**src/rtl/slc3_step_ctrl.sv**
```systemverilog
// Run/Continue button front end and N-step auto-continue controller for an SLC-3 CPU.
// Define STEP_BREAKPOINT_EN to enable the PC breakpoint comparators and the BP_HALT state.
module slc3_step_ctrl #(
    parameter int unsigned ADDR_W  = 16,
    parameter int unsigned NUM_BP  = 2,
    parameter int unsigned CNT_W   = 10,
    parameter int unsigned DEB_CYC = 4
) (
    input  logic                     Clk,
    input  logic                     Reset,
    input  logic                     Run_n,
    input  logic                     Continue_n,
    input  logic [CNT_W-1:0]         SW,
    input  logic                     step_mode,
    input  logic                     cpu_paused,
    input  logic [ADDR_W-1:0]        PC,
    input  logic [NUM_BP*ADDR_W-1:0] bp_addr,
    input  logic [NUM_BP-1:0]        bp_valid,
    output logic                     Run_out,
    output logic                     Continue_out,
    output logic                     halt_bp,
    output logic [2:0]               bp_hit_idx,
    output logic [CNT_W-1:0]         steps_left
);

    localparam int unsigned DebW = (DEB_CYC > 2) ? $clog2(DEB_CYC) : 1;

    typedef enum logic [1:0] {StIdle, StRunning, StBpHalt} state_e;

    // Button index 0 = Run, 1 = Continue.
    logic [1:0]      sync0_q, sync1_q;
    logic [1:0]      fill_q;
    logic [1:0]      deb_q, deb_d;
    logic [1:0]      arm_q, arm_d;
    logic [DebW-1:0] cnt_q [2];
    logic [DebW-1:0] cnt_d [2];
    logic [1:0]      press;
    logic            sync_ok;

    state_e          state_q, state_d;
    logic            run_q, run_d, cont_q, cont_d;
    logic            halt_q, halt_d;
    logic [2:0]      idx_q, idx_d;
    logic [CNT_W-1:0] steps_q, steps_d;
    logic            paused_q, paused_d;
    logic            pulse_active, pause_rise;
    logic [CNT_W-1:0] sw_load;
    logic            bp_match;
    logic [2:0]      bp_idx;

    // Samples taken before the synchroniser refills after reset are not trusted.
    assign sync_ok = fill_q[1];

    always_comb begin
        deb_d = deb_q;
        arm_d = arm_q;
        cnt_d = cnt_q;
        for (int b = 0; b < 2; b++) begin
            if (sync_ok) begin
                if (sync1_q[b] == deb_q[b]) begin
                    cnt_d[b] = '0;
                end else if (cnt_q[b] == DebW'(DEB_CYC - 1)) begin
                    deb_d[b] = sync1_q[b];
                    cnt_d[b] = '0;
                end else begin
                    cnt_d[b] = cnt_q[b] + DebW'(1);
                end
                // A button held through reset must be seen released before it may fire.
                if (sync1_q[b]) begin
                    arm_d[b] = 1'b1;
                end
            end
        end
        press = deb_q & ~deb_d & arm_q;
    end

`ifdef STEP_BREAKPOINT_EN
    always_comb begin
        bp_match = 1'b0;
        bp_idx   = '0;
        // Descending scan so the lowest matching index wins.
        for (int i = NUM_BP - 1; i >= 0; i--) begin
            if (bp_valid[i] && (bp_addr[i*ADDR_W +: ADDR_W] == PC)) begin
                bp_match = 1'b1;
                bp_idx   = 3'(i);
            end
        end
    end
`else
    logic unused_bp;
    assign unused_bp = ^{bp_addr, bp_valid, PC};
    assign bp_match  = 1'b0;
    assign bp_idx    = '0;
`endif

    assign sw_load      = (SW == '0) ? CNT_W'(1) : SW;
    assign pulse_active = run_q | cont_q;
    // Pause edges are held off while a pulse is out so pulses never abut.
    assign paused_d     = pulse_active ? paused_q : cpu_paused;
    assign pause_rise   = cpu_paused & ~paused_q & ~pulse_active;

    always_comb begin
        state_d = state_q;
        run_d   = 1'b0;
        cont_d  = 1'b0;
        halt_d  = halt_q;
        idx_d   = idx_q;
        steps_d = steps_q;
        unique case (state_q)
            StIdle, StBpHalt: begin
                if (press[0] || press[1]) begin
                    run_d   = press[0];
                    cont_d  = ~press[0];
                    steps_d = sw_load;
                    halt_d  = 1'b0;
                    state_d = StRunning;
                end
            end
            StRunning: begin
                if (pause_rise) begin
                    if (bp_match) begin
                        halt_d  = 1'b1;
                        idx_d   = bp_idx;
                        state_d = StBpHalt;
                    end else if (step_mode && (steps_q > CNT_W'(1))) begin
                        steps_d = steps_q - CNT_W'(1);
                        cont_d  = 1'b1;
                    end else begin
                        steps_d = '0;
                        state_d = StIdle;
                    end
                end
            end
            default: state_d = StIdle;
        endcase
    end

    always_ff @(posedge Clk) begin
        if (Reset) begin
            sync0_q  <= 2'b11;
            sync1_q  <= 2'b11;
            fill_q   <= 2'b00;
            deb_q    <= 2'b11;
            arm_q    <= 2'b00;
            cnt_q[0] <= '0;
            cnt_q[1] <= '0;
            state_q  <= StIdle;
            run_q    <= 1'b0;
            cont_q   <= 1'b0;
            halt_q   <= 1'b0;
            idx_q    <= '0;
            steps_q  <= '0;
            paused_q <= 1'b0;
        end else begin
            sync0_q  <= {Continue_n, Run_n};
            sync1_q  <= sync0_q;
            fill_q   <= {fill_q[0], 1'b1};
            deb_q    <= deb_d;
            arm_q    <= arm_d;
            cnt_q    <= cnt_d;
            state_q  <= state_d;
            run_q    <= run_d;
            cont_q   <= cont_d;
            halt_q   <= halt_d;
            idx_q    <= idx_d;
            steps_q  <= steps_d;
            paused_q <= paused_d;
        end
    end

    assign Run_out      = run_q;
    assign Continue_out = cont_q;
    assign halt_bp      = halt_q;
    assign bp_hit_idx   = idx_q;
    assign steps_left   = steps_q;

endmodule

```
**config.mk**
```make
export PLATFORM = sky130hd
export DESIGN_NAME = slc3_step_ctrl
export DESIGN_NICKNAME = d
export VERILOG_FILES = /design/src/rtl/slc3_step_ctrl.sv
export SDC_FILE = /design/constraint.sdc
export NUM_CORES = 1
export LEC_CHECK = 0
export ABC_AREA = 0
export CAP_MARGIN = 20
export CORE_MARGIN = 4
export CORE_UTILIZATION = 42
export DETAILED_ROUTE_END_ITERATION = 8
export PLACE_DENSITY_LB_ADDON = 0.25
export SLEW_MARGIN = 15
export SYNTH_ARGS = -nofsm -noshare
export SYNTH_HDL_FRONTEND = slang
export SYNTH_SLANG_ARGS = --single-unit
export TNS_END_PERCENT = 20
```
**constraint.sdc**
```tcl
create_clock -name Clk -period 3.9 [get_ports Clk]
set_input_delay 0.78 -clock Clk [delete_from_list [all_inputs] [get_ports Clk]]
set_output_delay 0.78 -clock Clk [all_outputs]
set_load 0.03 [all_outputs]
```
==> results.md, run 1 <==
### Placement
- quantity of I/O buffers inserted on ports: 27
- final estimated routing congestion in global placement: 0.942
- post-detailed-placement half-perimeter wirelength: 2930 um

### Clocking
- clk root buf: sky130_fd_sc_hd__clkbuf_4
- total number of H-tree levels: 1
- post-cts resize count: 0
- TritonCTS clock tree: done
- count of hold buffers inserted by post-cts repair: 0
- maximum root-to-sink buffer count: 2
- clock-pin slew on the worst setup and hold paths: 0.17 ns
- post-CTS setup buffer count: 0
- Clock Latency Late Sink: 0.34 ns
- TritonCTS Sinks: 28
- number of buffers created by CTS: 3

### Setup path
- crit end category: output port
- number of logic stages on the critical path including buffering: 1
- worst r2r path cells: 6
- first element of the critical path: steps_left[4]
- cells traversed along the worst timing path: clkdlybuf4s50_1
- category of the most critical setup path: reg -> out
- Largest delay share family, worst path: buffers and inverters
- data arrival time of the critical path: 1.65 ns
- cell with the largest stage delay on the worst path: sky130_fd_sc_hd__clkdlybuf4s50_1
- Critical R2R Capture: steps_left[2]
- startpoint class of the critical path: flip-flop
- slowest stage delay, CP: 0.75 ns
- endpoint of the most critical setup path: steps_left[4]
- R2R setup slack: 1.67 ns
- total buffers and inverters traversed by the critical path: 1
- Req. time, crit path: 3.12 ns
- highest fanout seen on the critical path: 7
- startpoint of the lowest-slack register-to-register path: steps_left[0]

### Yosys
- cell area after technology mapping: 1510 um2
- asr flop ratio synth: 0%
- sequential-to-total area share from yosys stat: 37.1%
- syn_area_per_cell: 8.55 um2
- register bit total from synthesis: 28
- synthesized instance count: 177
- distinct cell type count of the synthesized netlist: 41
- number of enable-type register cells in the synthesized netlist: 0
- most used flip-flop cell after synthesis: sky130_fd_sc_hd__dfxtp_1
- number of warnings reported in the yosys synthesis log: 0

### STA
- setup repair after global routing missed its margin: no
- Worst slew margin: 52.0%
- final clock period utilization by the worst path: 62.2%
- Final TNS setup: 0 ns
- final-report max-slew violation count: 0
- maximum frequency from static timing analysis: 412 MHz
- clock period minus final worst setup slack: 2.43 ns
- Hold Vio Cnt, Final: 0
- number of endpoints failing setup at the final stage: 0
- transition time at the pin with the least slew margin: 0.715 ns
- Clock Skew: 0.0138 ns

### Drt
- total wirelength of the detailed-routed design: 4070 um
- post-route DRC violation count: 0
- DR WL/cell: 16.5 um
- via/cell ratio: 5.95
- starting DRC count in detailed routing: 100
- detailed-routing iteration count for the pre-antenna-repair pass: 4
- ANT nets after route: 0
- Via Count: 1469

### Global routing
- via count of the first global-routing pass: 1391
- maximum number of pins on one net before global-route repair: 24
- total congestion overflow after global routing: 0
- number of antenna violations at the first check in global routing: 0
- global-route wire length before repair: 6530 um
- total global routing track utilization: 18.7%

### Floorplan
- starting density of the core: 44.3%
- die width: 68.0 um
- I/O pin count: 82
- die height: 68.0 um
- core region area: 3420 um2
- row count: 21
- die area: 4630 um2

### Job
- number of violations of the max-capacitance limit: 0

### Cells and area
- Area Overhead vs Synth: 22.2%
- diodes inserted: 0
- Final nets: 272
- fraction of layout cells with a size suffix above 1: 7.46%

### Power
- static leakage: 0.679 nW
- power density normalized to cell area: 290 nW/um2
- total design power: 0.537 mW
- worst voltage drop across the vdd grid: 124 uV

### Outcome
- outcome: finished, final reports clean

### Min path
- Worst Hold Class: reg -> reg

## kinds of logic after synthesis
logic type               share of synthesized area, %
multiplexers                                    0.662
other                                           0.248
AND/OR/NAND/NOR                                  28.5
AO/OA/AOI/OAI                                    21.9
flip-flops                                       37.1
adder cells (fa/ha/maj)                          3.31
XOR/XNOR                                         1.16
buffers and inverters                            7.20
## worst min path at each step
stage / startpoint / endpoint / slack (ns) / cells after the start
6_report: sync0_q[1] / sync1_q[1] / 0.43 / 1
5_1_grt: sync0_q[1] / sync1_q[1] / 0.46 / 1
4_1_cts: sync0_q[1] / sync1_q[1] / 0.43 / 1
3_5_place_dp: sync0_q[1] / sync1_q[1] / 0.40 / 1
3_3_place_gp: sync0_q[1] / sync1_q[1] / 0.39 / 1
2_1_floorplan: sync0_q[0] / sync1_q[0] / 0.39 / 1
## cell type report
type / count / area (um2)
fillers: 319 / 1570
multi-input cells: 130 / 855
flip-flops and latches: 28 / 561
repair buffers: 29 / 285
well taps: 46 / 57.6
inverters: 10 / 37.5
clock inverters: 1 / 30.0
clock buffers: 3 / 22.5
## worst reg2reg max path: stages (launching register included)
cell and delay (ns):
sky130_fd_sc_hd__dfxtp_1 0.48, sky130_fd_sc_hd__inv_1 0.12, sky130_fd_sc_hd__ha_1 0.27, sky130_fd_sc_hd__or2_1 0.31, sky130_fd_sc_hd__a31oi_2 0.55, sky130_fd_sc_hd__a32oi_1 0.19, sky130_fd_sc_hd__o32ai_1 0.24
## per-stage QoR
| step | setup WS (ns) | cells | hold slack, ns | utilization, % | area, um2 |
|---|---|---|---|---|---|
| final | 1.47 | 247 | 0.430 | 54.1 | 1850 |
| after global placement | 1.38 | 243 | 0.392 | 52.6 | 1800 |
| after floorplan | 1.97 | 180 | 0.389 | - | 1520 |
| after detailed placement | 1.31 | 243 | 0.398 | 52.6 | 1800 |
| after global routing | 1.43 | 247 | 0.458 | 54.1 | 1850 |
| after CTS | 1.49 | 247 | 0.434 | 54.1 | 1850 |
## report_power, final
| part | internal (mW) | total (mW) | switching [mW] |
|---|---|---|---|
| logic | 0.0227 | 0.0442 | 0.0215 |
| clock network | 0.104 | 0.196 | 0.0920 |
| registers | 0.292 | 0.297 | 0.00494 |
## sequential cells by signal, indices dropped and copies added (netlist names)
name and count:
steps_left 10, sync1_q 2, arm_q 2, state_q 1
Run_out 1, deb_q 2, paused_q 1, cnt_q 4
sync0_q 2, fill_q 2, Continue_out 1
## cell usage after synthesis, drive strengths merged, types with 4 or more instances
cell,count,share of area (%)
dfxtp,28,37
nand2,15,3.7
nand3,13,4.3
a21oi,12,4.0
inv,9,2.2
nor2,9,2.2
buf,8,3.7
nor3,8,2.6
a32oi,7,4.1
a31oi,6,2.9
nand2b,6,2.5
nor4,6,4.9
o32ai,6,3.5
a22oi,5,2.5
or2,5,2.1
clkbuf,4,0.99
ha,4,3.3
or4,4,2.0
## routing by layer
layer  GRT usage, %  vias to the layer above  wire length (um)
met3           3.12                        7               337
met2           29.0                       77              1850
li1               -                      706                 -
met4           5.46                        0                41
met5              0                        -                 0
met1           26.6                      679              1840
## cells in the final DEF, fill, tap and decap left out, types with 2 or more instances in the layout
cell and n:
sky130_fd_sc_hd__a21oi_1 12, sky130_fd_sc_hd__a22oi_1 5, sky130_fd_sc_hd__a31oi_1 5, sky130_fd_sc_hd__a32oi_1 7, sky130_fd_sc_hd__buf_4 2, sky130_fd_sc_hd__clkbuf_4 3, sky130_fd_sc_hd__clkdlybuf4s50_1 27, sky130_fd_sc_hd__conb_1 4
sky130_fd_sc_hd__dfxtp_1 28, sky130_fd_sc_hd__ha_1 4, sky130_fd_sc_hd__inv_1 9, sky130_fd_sc_hd__nand2_1 15, sky130_fd_sc_hd__nand2b_1 6, sky130_fd_sc_hd__nand3_1 13, sky130_fd_sc_hd__nor2_1 9, sky130_fd_sc_hd__nor2b_1 2
sky130_fd_sc_hd__nor3_1 8, sky130_fd_sc_hd__nor4_1 3, sky130_fd_sc_hd__nor4_4 2, sky130_fd_sc_hd__o21ai_0 2, sky130_fd_sc_hd__o32ai_1 6, sky130_fd_sc_hd__o41ai_1 3, sky130_fd_sc_hd__or2_2 4, sky130_fd_sc_hd__or4_1 4
sky130_fd_sc_hd__xor2_1 2
Note: power is estimated with default switching activity, not from simulation.
==> run 2, diff against run 1 <==
--- a/config.mk
+++ b/config.mk
@@ -8,7 +8,7 @@
 export ABC_AREA = 0
 export CAP_MARGIN = 20
 export CORE_MARGIN = 4
-export CORE_UTILIZATION = 42
+export CORE_UTILIZATION = 39
 export DETAILED_ROUTE_END_ITERATION = 8
 export PLACE_DENSITY_LB_ADDON = 0.25
 export SLEW_MARGIN = 15
==> constraint.sdc (replaced) <==
create_clock -name Clk -period 2.4 [get_ports Clk]
set_input_delay 0.48 -clock Clk [delete_from_list [all_inputs] [get_ports Clk]]
set_output_delay 0.48 -clock Clk [all_outputs]
set_load 0.03 [all_outputs]
==> results.md, run 2 (synthesis results as in run 1) <==
### Outcome
- outcome: finished, final reports clean

### Clocking
- Clock Latency Late Sink: 0.27 ns, -0.07 ns
- post-cts resize count: 0, unchanged
- TritonCTS clock tree: done
- count of hold buffers inserted by post-cts repair: 0, unchanged
- total number of H-tree levels: 1, unchanged
- number of buffers created by CTS: 3, unchanged
- clk root buf: sky130_fd_sc_hd__clkbuf_8
- TritonCTS Sinks: 28, unchanged
- post-CTS setup buffer count: 0, unchanged
- maximum root-to-sink buffer count: 2, unchanged
- clock-pin slew on the worst setup and hold paths: 0.10 ns, -0.07 ns

### Setup path
- total buffers and inverters traversed by the critical path: 1, unchanged
- R2R setup slack: 0.38 ns, -1.29 ns
- number of logic stages on the critical path including buffering: 1, unchanged
- highest fanout seen on the critical path: 7, unchanged
- Largest delay share family, worst path: buffers and inverters
- crit end category: output port
- cells traversed along the worst timing path: clkdlybuf4s50_1
- cell with the largest stage delay on the worst path: sky130_fd_sc_hd__clkdlybuf4s50_1
- worst r2r path cells: 7, +1
- startpoint class of the critical path: flip-flop
- startpoint of the lowest-slack register-to-register path: steps_left[0]
- data arrival time of the critical path: 1.57 ns, -0.08 ns
- Req. time, crit path: 1.92 ns, -1.20 ns
- slowest stage delay, CP: 0.74 ns, about the same
- category of the most critical setup path: reg -> out
- Critical R2R Capture: steps_left[3]

### Drt
- post-route DRC violation count: 0, unchanged
- DR WL/cell: 16.5 um, +0.16%
- starting DRC count in detailed routing: 142, +42%
- ANT nets after route: 0, unchanged
- via/cell ratio: 6.02, +1.3%
- detailed-routing iteration count for the pre-antenna-repair pass: 4, unchanged
- Via Count: 1542, +5.0%
- total wirelength of the detailed-routed design: 4220 um, +3.8%

### Floorplan
- row count: 22, +4.8%
- core region area: 3720 um2, +8.8%
- die height: 70.3 um, +3.3%
- I/O pin count: 82, unchanged
- starting density of the core: 40.7%, -3.6 points
- die area: 4940 um2, +6.8%
- die width: 70.3 um, +3.3%

### Power
- design internal power: 0.737 mW, +76%
- Seq pwr share: 51.5%, -3.8 points
- share of power burned in the clock network: 40.2%, +3.7 points
- combinational fraction of design power: 8.3%, about the same
- switching power as a share of total power: 20.9%, -1.1 points
- net switching power of the design: 0.195 mW, +65%
- total design power: 0.931 mW, +74%
- worst voltage drop across the vdd grid: 312 uV, +150%
- power density normalized to cell area: 485 nW/um2, +67%
- static leakage: 0.721 nW, +6.1%

### Placement
- post-detailed-placement half-perimeter wirelength: 3090 um, +5.2%
- instance area at placement: 1850 um2, +3.1%
- placed cell count: 252, +3.7%
- quantity of I/O buffers inserted on ports: 27, unchanged
- final estimated routing congestion in global placement: 0.942, about the same

### Cells and area
- flip-flop count of the largest register after layout: 10, unchanged
- leading cell type in the layout, fill and taps excluded: sky130_fd_sc_hd__dfxtp_1
- Area Overhead vs Synth: 27.0%
- diodes inserted: 0, unchanged
- fraction of layout cells with a size suffix above 1: 10.6%, +3.1 points
- area of all placed cells without fillers: 1920 um2, +4.0%
- Post-Layout Cell Count: 256, +3.6%
- most used cells in the layout excluding fill and tap cells: 28 x sky130_fd_sc_hd__dfxtp_1, 27 x sky130_fd_sc_hd__clkdlybuf4s50_1, 15 x sky130_fd_sc_hd__nand2_1
- Final nets: 279, +2.6%
- number of fillers in the final layout: 362, +13%

### Min path
- worst hold path startpoint: sync0_q[1]
- Worst Hold Class: reg -> reg
- WHS Path Cells: 1, unchanged
- worst-case hold path end point: sync1_q[1]

### STA
- Clock Skew: 0.00471 ns, -0.00908 ns
- number of endpoints failing setup at the final stage: 0, unchanged
- clock period minus final worst setup slack: 2.05 ns
- final-report max-slew violation count: 0, unchanged
- Worst slew margin: 56.4%, +4.4 points
- maximum frequency from static timing analysis: 489 MHz
- setup repair after global routing missed its margin: no
- Hold Vio Cnt, Final: 0, unchanged
- Final TNS setup: 0 ns, unchanged
- transition time at the pin with the least slew margin: 0.649 ns, -0.0660 ns
- final clock period utilization by the worst path: 85.3%
- worst hold margin: 0.417 ns, -0.0138 ns

### Global routing
- total global routing track utilization: 17.3%, -1.5 points
- maximum number of pins on one net before global-route repair: 17, -29%
- total congestion overflow after global routing: 0, unchanged
- number of antenna violations at the first check in global routing: 0, unchanged
- global-route wire length before repair: 6970 um, +6.8%
- via count of the first global-routing pass: 1482, +6.5%

### Job
- number of violations of the max-capacitance limit: 0, unchanged

## run 2: per-stage QoR
stage          setup slack, ns  utilization (%)
2_1_floorplan            0.467                -
3_3_place_gp             0.435             49.8
3_5_place_dp             0.388             49.8
4_1_cts                  0.355             51.7
5_1_grt                  0.261             51.7
6_report                 0.353             51.7
## run 2: how the worst max path moves through the flow
| stage | startpoint | to | slack [ns] |
|---|---|---|---|
| 3_5_place_dp | cpu_paused | steps_left[3] | 0.39 |
| 5_1_grt | steps_left[1] | steps_left[8] | 0.26 |
| 4_1_cts | steps_left[4] | steps_left[4] | 0.35 |
| 2_1_floorplan | steps_left[0] | steps_left[4] | 0.47 |
| 3_3_place_gp | cpu_paused | steps_left[3] | 0.43 |
| 6_report | steps_left[4] | steps_left[4] | 0.35 |
## run 2: layout make-up
class | instances | area [um2] | area share [%]
multi-input cells | 130 | 855 | 44.5
clock inverters | 1 | 30.0 | 1.56
inverters | 10 | 37.5 | 1.95
flip-flops and latches | 28 | 561 | 29.2
repair buffers | 36 | 338 | 17.6
clock buffers | 3 | 41.3 | 2.15
well taps | 48 | 60.1 | 3.13
## run 2: power by group through the flow
stage          combinational [mW]  sequential, mW  clock (mW)
3_5_place_dp               0.0768           0.491           0
3_3_place_gp               0.0751           0.490           0
2_1_floorplan              0.0408           0.488           0
4_1_cts                    0.0773           0.480       0.381
6_report                   0.0775           0.480       0.374
5_1_grt                    0.0837           0.482       0.397
## run 2: per-layer routing
layer	track usage, %	up-vias	routed length [um]
met5	0	-	0
met4	5.32	0	52
met3	3.45	8	415
met2	27.4	100	1970
met1	23.3	714	1790
li1	-	720	-
